===== config.mk =====
export PLATFORM = sky130hd
export DESIGN_NAME = enc_seq_ctrl
export DESIGN_NICKNAME = d
export VERILOG_FILES = /design/src/rtl/enc_seq_pkg.sv /design/src/rtl/enc_seq_pend_buf.sv /design/src/rtl/enc_seq_ctrl.sv
export SDC_FILE = /design/constraint.sdc
export NUM_CORES = 1
export LEC_CHECK = 0
export BUFFER_PORTS_ARGS = -buffer_cell sky130_fd_sc_hd__buf_2
export CAP_MARGIN = 40
export CORE_AREA = 2 2 309 311
export DETAILED_ROUTE_END_ITERATION = 10
export DIE_AREA = 0 0 311 313
export HOLD_SLACK_MARGIN = 0.12
export SLEW_MARGIN = 20
export SYNTH_ARGS = -nofsm -noshare
export SYNTH_HDL_FRONTEND = slang
export SYNTH_SLANG_ARGS = --single-unit
export TNS_END_PERCENT = 20

===== constraint.sdc =====
create_clock -name ACLK -period 4.8 [get_ports ACLK]
set_clock_uncertainty 0.15 [all_clocks]
set_input_delay 1.44 -clock ACLK [delete_from_list [all_inputs] [get_ports ACLK]]
set_output_delay 1.44 -clock ACLK [all_outputs]
set_load 0.05 [all_outputs]

===== src/rtl/enc_seq_pkg.sv =====
// enc_seq_pkg: shared state encoding, status bit positions and default block sizes
// for the encryption job sequencer.
package enc_seq_pkg;
   typedef enum logic [2:0] {
      S_IDLE,
      S_KEYED,
      S_WAIT_CORE,
      S_XFER,
      S_WAIT_XFER,
      S_ERR
   } state_t;
   localparam int ST_NO_KEY      = 0;
   localparam int ST_KEY_OVR     = 1;
   localparam int ST_DATA_OVR    = 2;
   localparam int ST_TIMEOUT     = 3;
   localparam int DEF_DATA_WORDS = 4;
   localparam int DEF_KEY_WORDS  = 4;
endpackage


===== src/rtl/enc_seq_pend_buf.sv =====
// enc_seq_pend_buf: one-entry data block buffer with valid flag; ovf pulses when
// a push finds it full and nothing is leaving in the same cycle.
module enc_seq_pend_buf
   import enc_seq_pkg::*;
#(
   parameter int W = 32 * DEF_DATA_WORDS
) (
   input  logic         clk,
   input  logic         rst_n,
   input  logic         push,
   input  logic         pop,
   input  logic         flush,
   input  logic [W-1:0] din,
   output logic         valid,
   output logic [W-1:0] dout,
   output logic         ovf
);
   assign ovf = push && valid && !pop && !flush;
   // A push alongside a pop refills the slot with the new block.
   always_ff @(posedge clk or negedge rst_n) begin
      if (!rst_n) begin
         valid <= 1'b0;
         dout  <= '0;
      end else if (flush) begin
         valid <= 1'b0;
      end else if (push && (!valid || pop)) begin
         valid <= 1'b1;
         dout  <= din;
      end else if (pop) begin
         valid <= 1'b0;
      end
   end
endmodule


===== src/rtl/enc_seq_ctrl.sv =====
// enc_seq_ctrl: key/data latch, cipher start and data_out write-back sequencer.
// Define ENC_SEQ_TIMEOUT_EN to add the S_WAIT_CORE watchdog (TIMEOUT_CYCLES).
module enc_seq_ctrl
   import enc_seq_pkg::*;
#(
   parameter int DATA_WORDS = DEF_DATA_WORDS,
   parameter int KEY_WORDS  = DEF_KEY_WORDS,
`ifdef ENC_SEQ_TIMEOUT_EN
   parameter int TIMEOUT_CYCLES = 1024,
`endif
   parameter int CNT_W = 16
) (
   input  logic                    ACLK,
   input  logic                    ARESETN,
   input  logic                    key_load,
   input  logic [32*KEY_WORDS-1:0] key_words,
   input  logic                    data_load,
   input  logic [32*DATA_WORDS-1:0] data_words,
   output logic [32*KEY_WORDS-1:0] core_key,
   output logic [32*DATA_WORDS-1:0] core_data,
   output logic                    core_start,
   input  logic                    core_done,
   input  logic [32*DATA_WORDS-1:0] core_result,
   output logic [32*DATA_WORDS-1:0] result,
   output logic                    INIT_AXI_TXN,
   input  logic                    TXN_DONE,
   input  logic                    ERROR,
   input  logic                    clear_err,
   output logic                    busy,
   output logic                    job_done,
   output logic                    err,
   output logic [3:0]              status,
   output logic [CNT_W-1:0]        job_count
);
   state_t state, nxt;
   logic key_valid, busy_st, start_pend, start, core_fin, txn_ok, to_err, tmo, push;
   logic pb_valid, pb_ovf;
   logic [32*DATA_WORDS-1:0] pb_dout;
   logic [3:0] set_bits;
   assign busy_st    = state inside {S_WAIT_CORE, S_XFER, S_WAIT_XFER};
   assign start_pend = state == S_KEYED && pb_valid;
   assign start      = state == S_KEYED && (pb_valid || data_load);
   assign core_fin   = state == S_WAIT_CORE && core_done;
   assign txn_ok     = state == S_WAIT_XFER && TXN_DONE && !ERROR;
   assign to_err     = (state == S_WAIT_XFER && TXN_DONE && ERROR) || tmo;
   // A block arriving while the pending one is being started takes its place.
   assign push       = data_load && (busy_st || start_pend);
`ifdef ENC_SEQ_TIMEOUT_EN
   localparam int WD_W = $clog2(TIMEOUT_CYCLES) + 1;
   logic [WD_W-1:0] wd;
   assign tmo = state == S_WAIT_CORE && !core_done && wd == WD_W'(TIMEOUT_CYCLES - 1);
   always_ff @(posedge ACLK or negedge ARESETN) begin
      if (!ARESETN) wd <= '0;
      else wd <= state == S_WAIT_CORE ? wd + 1'b1 : '0;
   end
`else
   assign tmo = 1'b0;
`endif
   always_comb begin
      set_bits = '0;
      set_bits[ST_NO_KEY]   = data_load && state == S_IDLE;
      set_bits[ST_KEY_OVR]  = key_load && busy_st;
      set_bits[ST_DATA_OVR] = pb_ovf;
      set_bits[ST_TIMEOUT]  = tmo;
   end
   always_comb begin
      nxt = state;
      case (state)
         S_IDLE:      nxt = key_load ? S_KEYED : S_IDLE;
         S_KEYED:     nxt = start ? S_WAIT_CORE : S_KEYED;
         S_WAIT_CORE: nxt = core_done ? S_XFER : tmo ? S_ERR : S_WAIT_CORE;
         S_XFER:      nxt = S_WAIT_XFER;
         S_WAIT_XFER: nxt = !TXN_DONE ? S_WAIT_XFER : ERROR ? S_ERR : S_KEYED;
         S_ERR:       nxt = !clear_err ? S_ERR : key_valid ? S_KEYED : S_IDLE;
         default:     nxt = S_IDLE;
      endcase
   end
   enc_seq_pend_buf #(.W(32 * DATA_WORDS)) u_pend (
      .clk   (ACLK),
      .rst_n (ARESETN),
      .push  (push),
      .pop   (start_pend),
      .flush (to_err),
      .din   (data_words),
      .valid (pb_valid),
      .dout  (pb_dout),
      .ovf   (pb_ovf)
   );
   always_ff @(posedge ACLK or negedge ARESETN) begin
      if (!ARESETN) begin
         state        <= S_IDLE;
         key_valid    <= 1'b0;
         core_key     <= '0;
         core_data    <= '0;
         core_start   <= 1'b0;
         result       <= '0;
         INIT_AXI_TXN <= 1'b0;
         busy         <= 1'b0;
         job_done     <= 1'b0;
         err          <= 1'b0;
         status       <= '0;
         job_count    <= '0;
      end else begin
         state        <= nxt;
         core_start   <= start;
         INIT_AXI_TXN <= core_fin;
         job_done     <= txn_ok;
         busy         <= nxt inside {S_WAIT_CORE, S_XFER, S_WAIT_XFER};
         err          <= nxt == S_ERR;
         status       <= (clear_err ? 4'b0 : status) | set_bits;
         if (key_load && !busy_st) begin
            core_key  <= key_words;
            key_valid <= 1'b1;
         end
         if (start) core_data <= start_pend ? pb_dout : data_words;
         if (core_fin) result <= core_result;
         if (txn_ok) job_count <= job_count + 1'b1;
      end
   end
endmodule

# ---- Word level (Yosys, flattened, before mapping)
# Index checks and enable logic that the tools add are counted.
dict set report totals {
  elab_cells 66
  ff_bits 542
  mem_bits_ro 0
  ramBits 0
  output_inout_bits 409
  latch_bits 0
  mem_count 0
}
dict set report classes {
  n_lt_le_gt_ge 0
  eq_ne 9
  mux 13
  reduce_logical 27
  bitwise_logic 2
  n_mul 0
  addsub 1
  div 0
  shifts 0
}
# cell count
set ops {}
lappend ops {{$mux 128} 1}
lappend ops {{$pmux 3 s6} 1}
lappend ops {{$add 16x1->16 const B} 1}
lappend ops {{$logic_and 1x1->1} 14}
lappend ops {{$eq 3x2->1 const B} 4}
lappend ops {{$eq 3x3->1 const B} 4}
lappend ops {{$mux 3} 3}
lappend ops {{$reduce_bool 3->1} 3}
lappend ops {{$mux 1} 6}
lappend ops {{$logic_not 1->1} 5}
lappend ops {{$mux 4} 1}
lappend ops {{$or 4x3->4} 1}
lappend ops {{$eq 3x1->1 const B} 1}
lappend ops {{$logic_not 3->1} 1}
lappend ops {{$logic_or 1x1->1} 3}
lappend ops {{$mux 2} 1}
lappend ops {{$reduce_and 2->1} 1}
lappend ops {{$not 1->1} 1}

# ---- Depth between registers and ports, before layout
# Gate-level depths: netlist (run 1).
dict set report logic_depth {
  depth_word 8
  ltp_mapped 7
  ltp_nobuf 5
}

# ---- Cells and area by module
# From an unflattened synthesis (run 1), not the netlist that was laid out.
dict set report unflattened {
  cells_unflattened 1495
  area_unflattened_um2 21052.7
}
# mod area_each_um2 instances seq_area_each_um2 cells_each
set by_module_without_submodules {}
lappend by_module_without_submodules {enc_seq_ctrl 16163.0 1 10309.9 1219}
lappend by_module_without_submodules {enc_seq_pend_buf 4889.7 1 3228.1 276}

# ---- Worst setup path before layout (run 1)
# Ideal clock, no wire load.
dict set report synth_path {
  path_kind {input to register}
  from {in TXN_DONE}
  to {reg u_pend.dout[100]}
  setup_time_ns 0.125
  required_ns 4.525
  path_slack_ns 1.811
  stages 7
  arrival_ns 2.714
  cell_sequence {nor4bb_1 -> buf_2 -> a21o_1 -> nor2_2 -> buf_12 -> buf_12 -> mux2_4}
}
dict set report synth_between {
  elab_chain_len 4
}
# item line_no
set synth_rtl {}
lappend synth_rtl {{from (decl)} enc_seq_ctrl.sv:26} ;# input logic TXN_DONE,
lappend synth_rtl {{$logic_and 1x1->1 (2 in series)} enc_seq_ctrl.sv:45} ;# assign to_err = (state == S_WAIT_XFER && TXN_DONE && ERROR) || tmo;
lappend synth_rtl {{$not 1->1 (no line)} --}
lappend synth_rtl {{$reduce_and 2->1 (no line)} --}
lappend synth_rtl {{to (signal assigned)} enc_seq_pend_buf.sv:28} ;# dout <= din;
lappend synth_rtl {{to (decl)} enc_seq_pend_buf.sv:15} ;# output logic [W-1:0] dout,
# Every way passes these cells.
# A chain may end at the register's enable or synchronous reset.

# ---- Worst setup path in the final report (run 1)
dict set report layout_path {
  from {reg core_data[116]}
  to {out core_data[116]}
}
# item line_no
set layout_rtl {}
lappend layout_rtl {{from (decl)} enc_seq_ctrl.sv:20} ;# output logic [32*DATA_WORDS-1:0] core_data,
lappend layout_rtl {{from (signal assigned)} enc_seq_ctrl.sv:115} ;# if (start) core_data <= start_pend ? pb_dout : data_words;
# No word-level cell between the ends.

==> metrics, run 1 <==
status=complete, no violations; Avg Inst Size Synth=14.3 um^2; Max stage delay cell, worst path=dfrtp_1; pwr/cell area=approximately 880 mW/mm^2; global-route wire length before repair=just over 100000 um; Yosys Warn Count=0; final hold vios=0; Hold-fix buffers, CTS=0; Min Hold Slack=roughly 320 ps; routed via count=between 15000 and 20000; register area share after synthesis=62.9%; top_reg_cell synth=dfrtp_1; 1st-pass router iterations=4; CTS buffer count=61; die area=about 0.1 mm^2; Initial Util=22.8%; Yosys top cell area share=a little over three fifths; CP Class=reg2out; Tot GR Track Use=between 10% and 20%; pin count of the biggest net entering global routing=130; buffers added on ports=799; Post-CTS Setup Repair Bufs=0; Fill cells=roughly 9600; area occupied by multi-input gates=0.00728 mm^2; initial antenna violation count=9; register area=between 0.01 and 0.015 mm^2; Post-Syn Area=about 0.022 mm^2; worst path buffer plus inverter count=1; flops & latches, synth=about 540; row count=~110; HPWL after DPL=~52000 um; max incr delay on CP=approximately 600 ps; vias in the first global route=around 16000; final net count=2700; TritonCTS clock tree=built; Post-CTS Resized=0; Tcrit/Tclk final=66.2%; most common cell in the netlist=dfrtp_1; Worst Setup SP=core_data[116]; # IOs=801; Min-Delay Path Class=reg2reg; nature of the critical path endpoint=output pin; max_cap viols=0; Place WS=1040 ps; Gate Count Post-Synth=1505; max_slew headroom=a little over two fifths; DRC Markers=0; WP data arrival=around 1600 ps; cell family with most CP delay=flip-flops; VDD IR max=just over 0.5 mV; Synth area leader=dfrtp_1; synth-to-layout area growth=34.8%; Core ar.=around 0.094 mm^2; WL final=about 70000 um; Max Slew Vio Count=0; Pleak=approximately 14 nW; routed vias/inst=~4.2; RSZ-0062 raised after global routing=false; Worst Path Max Fanout=2; Max Freq=roughly 0.31 GHz; Die X=311 um; Clock Pin Slew Worst Setup and Hold Paths=about 60 ps; asr flop ratio synth=between 90% and 100%; initial drt markers=~1000; Worst setup SP type=flip-flop; DR WL/cell=19.4 um; H-tree level count=2; Worst Path Required=3210 ps; DRT antenna net count=0; worst-skew pair later-pin latency=~630 ps; Critical R2R Launch=state[1]; Syn Nets=between 1500 and 2000; Tmin final=approximately 3200 ps; Setup-failing EPs final=0; Die Ht=roughly 310 um; Max Root-Sink Buffers=3; EDFF count, synth=0; Cell Chain, Critical Path=buf_2; layout cell share with drive strength beyond 1=between 50% and 60%; GP Congestion=0.835; Final TNS setup=0 ps; Finished Core Util=a little under a third; commonest cells in the netlist=dfrtp_1 (541), mux2_2 (265), nand2_1 (134), o21ai_0 (131), o22ai_1 (129); Root Buffer=clkbuf_16; Slew @ Worst Pin=~870 ps; top cells by area, synth=dfrtp_1 (63%), mux2_2 (14%), mux2_4 (8.4%); GR Overflow Total=0; min-delay src=core_data[46]; Sink Count=541; setup ws final=roughly 1600 ps; synth unique cells=47
power by group:
group          leakage [nW]  internal, mW  switching (mW)
Sequential             6.54          6.75            1.41
Combinational          6.31          3.87            8.78
Clock                 0.955          2.79            1.91
Total                  13.8          13.4            12.1
cell usage in the layout (no fill, tap or decap), types with 4 or more instances in the layout:
master      Yosys  layout
mux2_2        265     265
clkbuf_16       0      61
clkbuf_8        0      10
nand3_1         4       4
xor2_1          8       8
buf_4          12      27
nor2b_1         4       4
bufinv_16       0       6
nand2_1       134     134
nor3b_1         5       4
mux2_4        120     120
clkbuf_1       40      15
diode_2         0       5
clkinvlp_4      0       6
inv_1          10       9
buf_12         11      14
buf_2          34     798
clkinv_2        0       5
o21ai_0       131     131
nand4_1         4       4
xnor2_1         7       7
dfrtp_1       541     541
o22ai_1       129     129
nor3_1          7       7
nor2_1          5       5
logic make-up after synthesis:
kind of cell               count (synthesis)  synth area share [%]
AOI/OAI and AO/OA                        272                  7.21
muxes                                    385                  22.2
and+or+nand+nor                          177                  3.59
buffers and inverters                    113                  3.35
xor gates and xnor gates                  15                 0.611
adders and majority gates                  1                0.0581
DFF                                      541                  62.9
other                                      1                0.0174
per-stage QoR:
| stage | instances | instance area, um^2 | power, mW |
|---|---|---|---|
| 6_report | 3619 | 29000 | 25.5 |
| 5_1_grt | 3617 | 29000 | 26.7 |
| 3_5_place_dp | 3508 | 27000 | 20.9 |
| 3_3_place_gp | 3507 | 26900 | 20.7 |
| 2_1_floorplan | 1505 | 21500 | 17.4 |
| 4_1_cts | 3613 | 29000 | 25.7 |
final timing paths:
kind,endpoint,slack [ps],depth (start not counted)
max,core_data[116],1620,1
min,core_data[46],320,2
max reg2reg,core_key[50],1980,5
min reg2reg,core_data[46],320,2
max in group asynchronous,u_pend.dout[59],2740,2
min in group asynchronous,core_key[86],740,1
flip-flops by register name, summed over array words and instances, names as in the netlist:
register,count
job_count,16
u_pend.dout,128
u_pend.valid,1
core_data,128
status,3
result,128
core_start,1
core_key,128
job_done,1
busy,1
key_valid,1
state,3
err,1
INIT_AXI_TXN,1
metal layers:
| metal | GRT usage, % | part of all wire, % |
|---|---|---|
| met4 | 3.60 | 2.0 |
| met3 | 5.39 | 9.5 |
| met1 | 18.0 | 42 |
| met5 | 0 | 0.058 |
| met2 | 21.7 | 46 |
final cells by class:
class | count | area share (%)
clock buffers | 86 | 5.93
well taps | 1265 | 5.46
clock inverters | 19 | 0.924
inverters | 10 | 0.138
flip-flops and latches | 541 | 46.7
multi-input cells | 851 | 25.1
diodes | 5 | 0.0432
repair buffers | 842 | 15.7
Power figures use the tool's default switching activity.
==> inputs of run 2 (changes only) <==
- clock period: 4.8 -> 2.7 ns (I/O delays scaled with it)
==> metrics, run 2 (synthesized netlist as in run 1, its figures left out) <==
cell family with most CP delay=flip-flops; hold path depth=2; RSZ-0062 raised after global routing=false; worst r2r path cells=5; pwr/cell area=1540 mW/mm^2; final net count=2742; Hold Path End=result[83]; worst path buffer plus inverter count=1; row count=113; Max stage delay cell, worst path=dfrtp_1; layout cell share with drive strength beyond 1=a little under three fifths; pin count of the biggest net entering global routing=98; VDD IR max=around 1.1 mV; Sink Count=about 540; DR WL/cell=around 19 um; max_cap viols=0; DRT antenna net count=0; Max Root-Sink Buffers=3; initial antenna violation count=6; TritonCTS clock tree=built; GR Overflow Total=0; min-delay src=core_result[83]; nature of the critical path endpoint=output pin; buffers added on ports=approximately 800; Final TNS setup=0 ps; Die X=311 um; most frequent cells in the layout=buf_2 (798), dfrtp_1 (541), mux2_2 (265); Worst Setup SP=core_data[116]; Finished Core Util=31.2%; CTS buffer count=59; routed vias/inst=4.25; Clock Pin Slew Worst Setup and Hold Paths=about 60 ps; Initial Util=~23%; status=complete, no violations; die area=approximately 0.1 mm^2; Worst setup SP type=flip-flop; max incr delay on CP=~550 ps; Worst Path Max Fanout=2; Tmin final=2470 ps; Worst Path Required=1740 ps; Tot GR Track Use=14.0%; RR Endpoint=core_key[42]; Critical R2R Launch=state[1]; 1st-pass router iterations=5; Core ar.=between 0.09 and 0.1 mm^2; DRC Markers=0; global-route wire length before repair=between 100000 and 150000 um; final hold vios=0; initial drt markers=between 900 and 1000; Cell Chain, Critical Path=buf_2; WL final=between 70000 and 80000 um; Post-CTS Setup Repair Bufs=0; R2R Setup Slk=approximately 270 ps; # IOs=around 800; max_slew headroom=between 50% and 60%; WP data arrival=around 1500 ps; Tcrit/Tclk final=about 90%; synth-to-layout area growth=36.7%; routed via count=between 15000 and 20000; Pleak=14.1 nW; Slew @ Worst Pin=608 ps; worst-skew pair later-pin latency=610 ps; Min-Delay Path Class=in2reg; H-tree level count=2; Die Ht=roughly 310 um; CP Class=reg2out; Root Buffer=clkbuf_16; HPWL after DPL=54700 um; most common cell after layout, fill and taps aside=buf_2; Max Slew Vio Count=0; Max Freq=between 0.4 and 0.5 GHz; vias in the first global route=16000; Setup-failing EPs final=0; GP Congestion=0.835
==> run 2: changes by cell type in the layout (fill, tap and decap cells not counted), moves of 2 or more <==
cell / delta
clkinv_2: +6
clkbuf_16: -2
clkbuf_1: -4
bufinv_16: -3
buf_4: +32
buf_12: +13
clkbuf_8: +7
clkinvlp_4: -3
buf_16: -2
==> run 2: metrics by stage <==
stage	cell area [um^2]	setup WS (ps)	total power, mW	cells	hold WS (ps)
floorplan	21500	341	31.0	1505	290
global placement	27400	133	37.2	3552	303
detailed placement	27400	95.8	37.5	3552	302
CTS	29400	141	45.8	3660	203
global route	29400	138	47.5	3662	220
finish	29400	229	45.4	3666	269
==> run 2: timing repair <==
item / in CTS / in global routing
gates resized for setup: 0 / 0
endpoints found under the hold margin: 20 / 0
hold buffers: 1 / 0
==> run 2: cell type report <==
| class | instances | area (um^2) |
|---|---|---|
| well taps | 1265 | 1580 |
| flip-flops and latches | 541 | 13500 |
| repair buffers | 886 | 5000 |
| clock buffers | 87 | 1750 |
| inverters | 10 | 40.0 |
| multi-input cells | 851 | 7280 |
| diodes | 6 | 15.0 |
| fillers | 9604 | 64800 |
| clock inverters | 20 | 194 |
==> run 2: routing by layer <==
metal	part of all wire (%)	global-route usage [%]
met1	43	18.5
met3	8.5	4.27
met5	0.018	0
met2	47	22.2
met4	2.0	3.72
==> run 2: power by group <==
part / total [mW] / internal [mW] / switching (mW) / leakage, nW
Sequential: 14.6 / 12.0 / 2.55 / 6.54
Combinational: 22.7 / 7.12 / 15.6 / 6.56
Clock: 8.09 / 4.75 / 3.34 / 0.961
==> run 2: how the worst max path moves through the flow <==
stage | to | cells after the start
finish | core_data[116] | 1
global route | core_data[116] | 1
floorplan | u_pend.dout[100] | 7
detailed placement | u_pend.dout[117] | 7
global placement | u_pend.dout[2] | 7
CTS | core_data[116] | 1
==> inputs of run 3 (changes only) <==
- clock period: 2.7 -> 2.2 ns (I/O delays scaled with it)
==> metrics, run 3 (synthesized netlist as in run 1, its figures left out) <==
Tmin final=between 2000 and 2500 ps; Max stage delay cell, worst path=dfrtp_2; Tot GR Track Use=15.5%; Tcrit/Tclk final=between 90% and 100%; Pleak=about 16 nW; # IOs=roughly 800; max incr delay on CP=slightly below 500 ps; GP Congestion=between 0.8 and 0.9; Max Freq=around 0.45 GHz; Tot Pwr=57.7 mW; synth-to-layout area growth=57.5%; worst-skew pair later-pin latency=approximately 650 ps; Worst Setup SP=state[1]; nature of the critical path endpoint=flip-flop; Setup-failing EPs final=0; fin area=between 0.03 and 0.04 mm^2; Cell Chain, Critical Path=and4bb_4 -> buf_4 -> buf_16 -> o22ai_1 -> o21ai_0; Min-Delay Path Class=in2reg; Max Root-Sink Buffers=3; DRC Markers=0; Worst Path Required=2600 ps; Final TNS setup=0 ps; max_cap viols=0; initial drt markers=1063; initial antenna violation count=4; row count=113; 1st-pass router iterations=5; routed via count=roughly 17000; CTS buffer count=60; most common cell after layout, fill and taps aside=buf_2; die area=just under 0.1 mm^2; Critical R2R Launch=state[1]; H-tree level count=2; Initial Util=22.8%; final net count=~3200; pin count of the biggest net entering global routing=99; Root Buffer=clkbuf_16; DRT antenna net count=0; Slew @ Worst Pin=580 ps; VDD IR max=1.03 mV; buffers added on ports=between 700 and 800; Die X=slightly above 300 um; Sink Count=541; GR Overflow Total=0; RSZ-0062 raised after global routing=true; routed vias/inst=4.26; Worst setup SP type=flip-flop; WP data arrival=2600 ps; DR WL/cell=between 15 and 20 um; Die Ht=roughly 310 um; worst path buffer plus inverter count=2; Max Slew Vio Count=0; layout cell share with drive strength beyond 1=50.8%; Fill cells=roughly 9000; final hold vios=0; DP Area=about 0.028 mm^2; WL final=approximately 78000 um; vias in the first global route=18600; Worst Path Max Fanout=98; Clock Pin Slew Worst Setup and Hold Paths=roughly 60 ps; pwr/cell area=around 1700 mW/mm^2; Place WS=-224 ps; max_slew headroom=61.3%; Core ar.=roughly 0.094 mm^2; TritonCTS clock tree=built; global-route wire length before repair=roughly 120000 um; status=complete, no violations; min-delay src=data_words[109]; setup ws final=roughly 0.46 ps; cell family with most CP delay=flip-flops; HPWL after DPL=~56000 um; CP Class=reg2reg; most frequent cells in the layout=buf_2 (727), dfrtp_1 (525), dlygate4sd3_1 (383)
## run 3: cell types whose count changed in the layout (fill, tap and decap cells not counted), moves of 13 or more
cell	before	now
buf_2	798	727
dlygate4sd3_1	1	383
clkbuf_4	0	13
dfrtp_2	0	16
buf_4	59	148
dfrtp_1	541	525
## run 3: what timing repair did
action	CTS	global route
cloned	0	1
buffers inserted	0	2
hold endpoints to repair	624	0
resized for setup	77	40
hold buffers	383	0
endpoints found under the setup margin	229	186
## run 3: power by group
group	leakage, nW	internal [mW]	switching (mW)
combinational	8.45	9.85	19.7
clock	0.975	5.98	4.23
sequential	6.52	14.8	3.21
total	15.9	30.6	27.1
## run 3: worst register-to-register path, stage by stage, from the launching register on
cell and delay, ps:
dfrtp_2 490, and4bb_4 370, buf_4 190, buf_16 300, o22ai_1 430, o21ai_0 190
## run 3: routing by layer
layer,share of wire [%],global-route usage [%]
met4,3.1,5.35
met2,47,24.4
met1,42,19.3
met5,0,0
met3,8.8,5.91
## run 3: layout make-up
cell class / count / area [um^2] / share of cell area [%]
sequential: 541 / 13600 / 40.0
tap: 1265 / 1580 / 4.67
clock inverter: 16 / 179 / 0.528
timing repair buffer: 1309 / 9350 / 27.6
antenna: 4 / 10.0 / 0.0295
inverter: 10 / 40.0 / 0.118
clock buffer: 94 / 1810 / 5.35
multi-input combinational: 851 / 7340 / 21.7
## run 3: per-stage QoR
| stage | hold WS, ps | cells | util (%) |
|---|---|---|---|
| 6_report | 178 | 4090 | 36.0 |
| 5_1_grt | 127 | 4089 | 36.0 |
| 4_1_cts | 122 | 4083 | 35.8 |
| 3_5_place_dp | 309 | 3590 | 29.4 |
| 3_3_place_gp | 303 | 3590 | 29.4 |
| 2_1_floorplan | 214 | 1505 | - |
## run 3: final timing paths
path / endpoint / slack (ps) / depth (start not counted)
hold reg to reg: job_count[15] / 320 / 1
setup reg to reg: core_data[108] / 0.5 / 5
min in group asynchronous: core_data[77] / 380 / 2
hold / removal: u_pend.dout[109] / 180 / 2
max in group asynchronous: u_pend.dout[119] / 700 / 4
setup / recovery: core_data[108] / 0.5 / 5
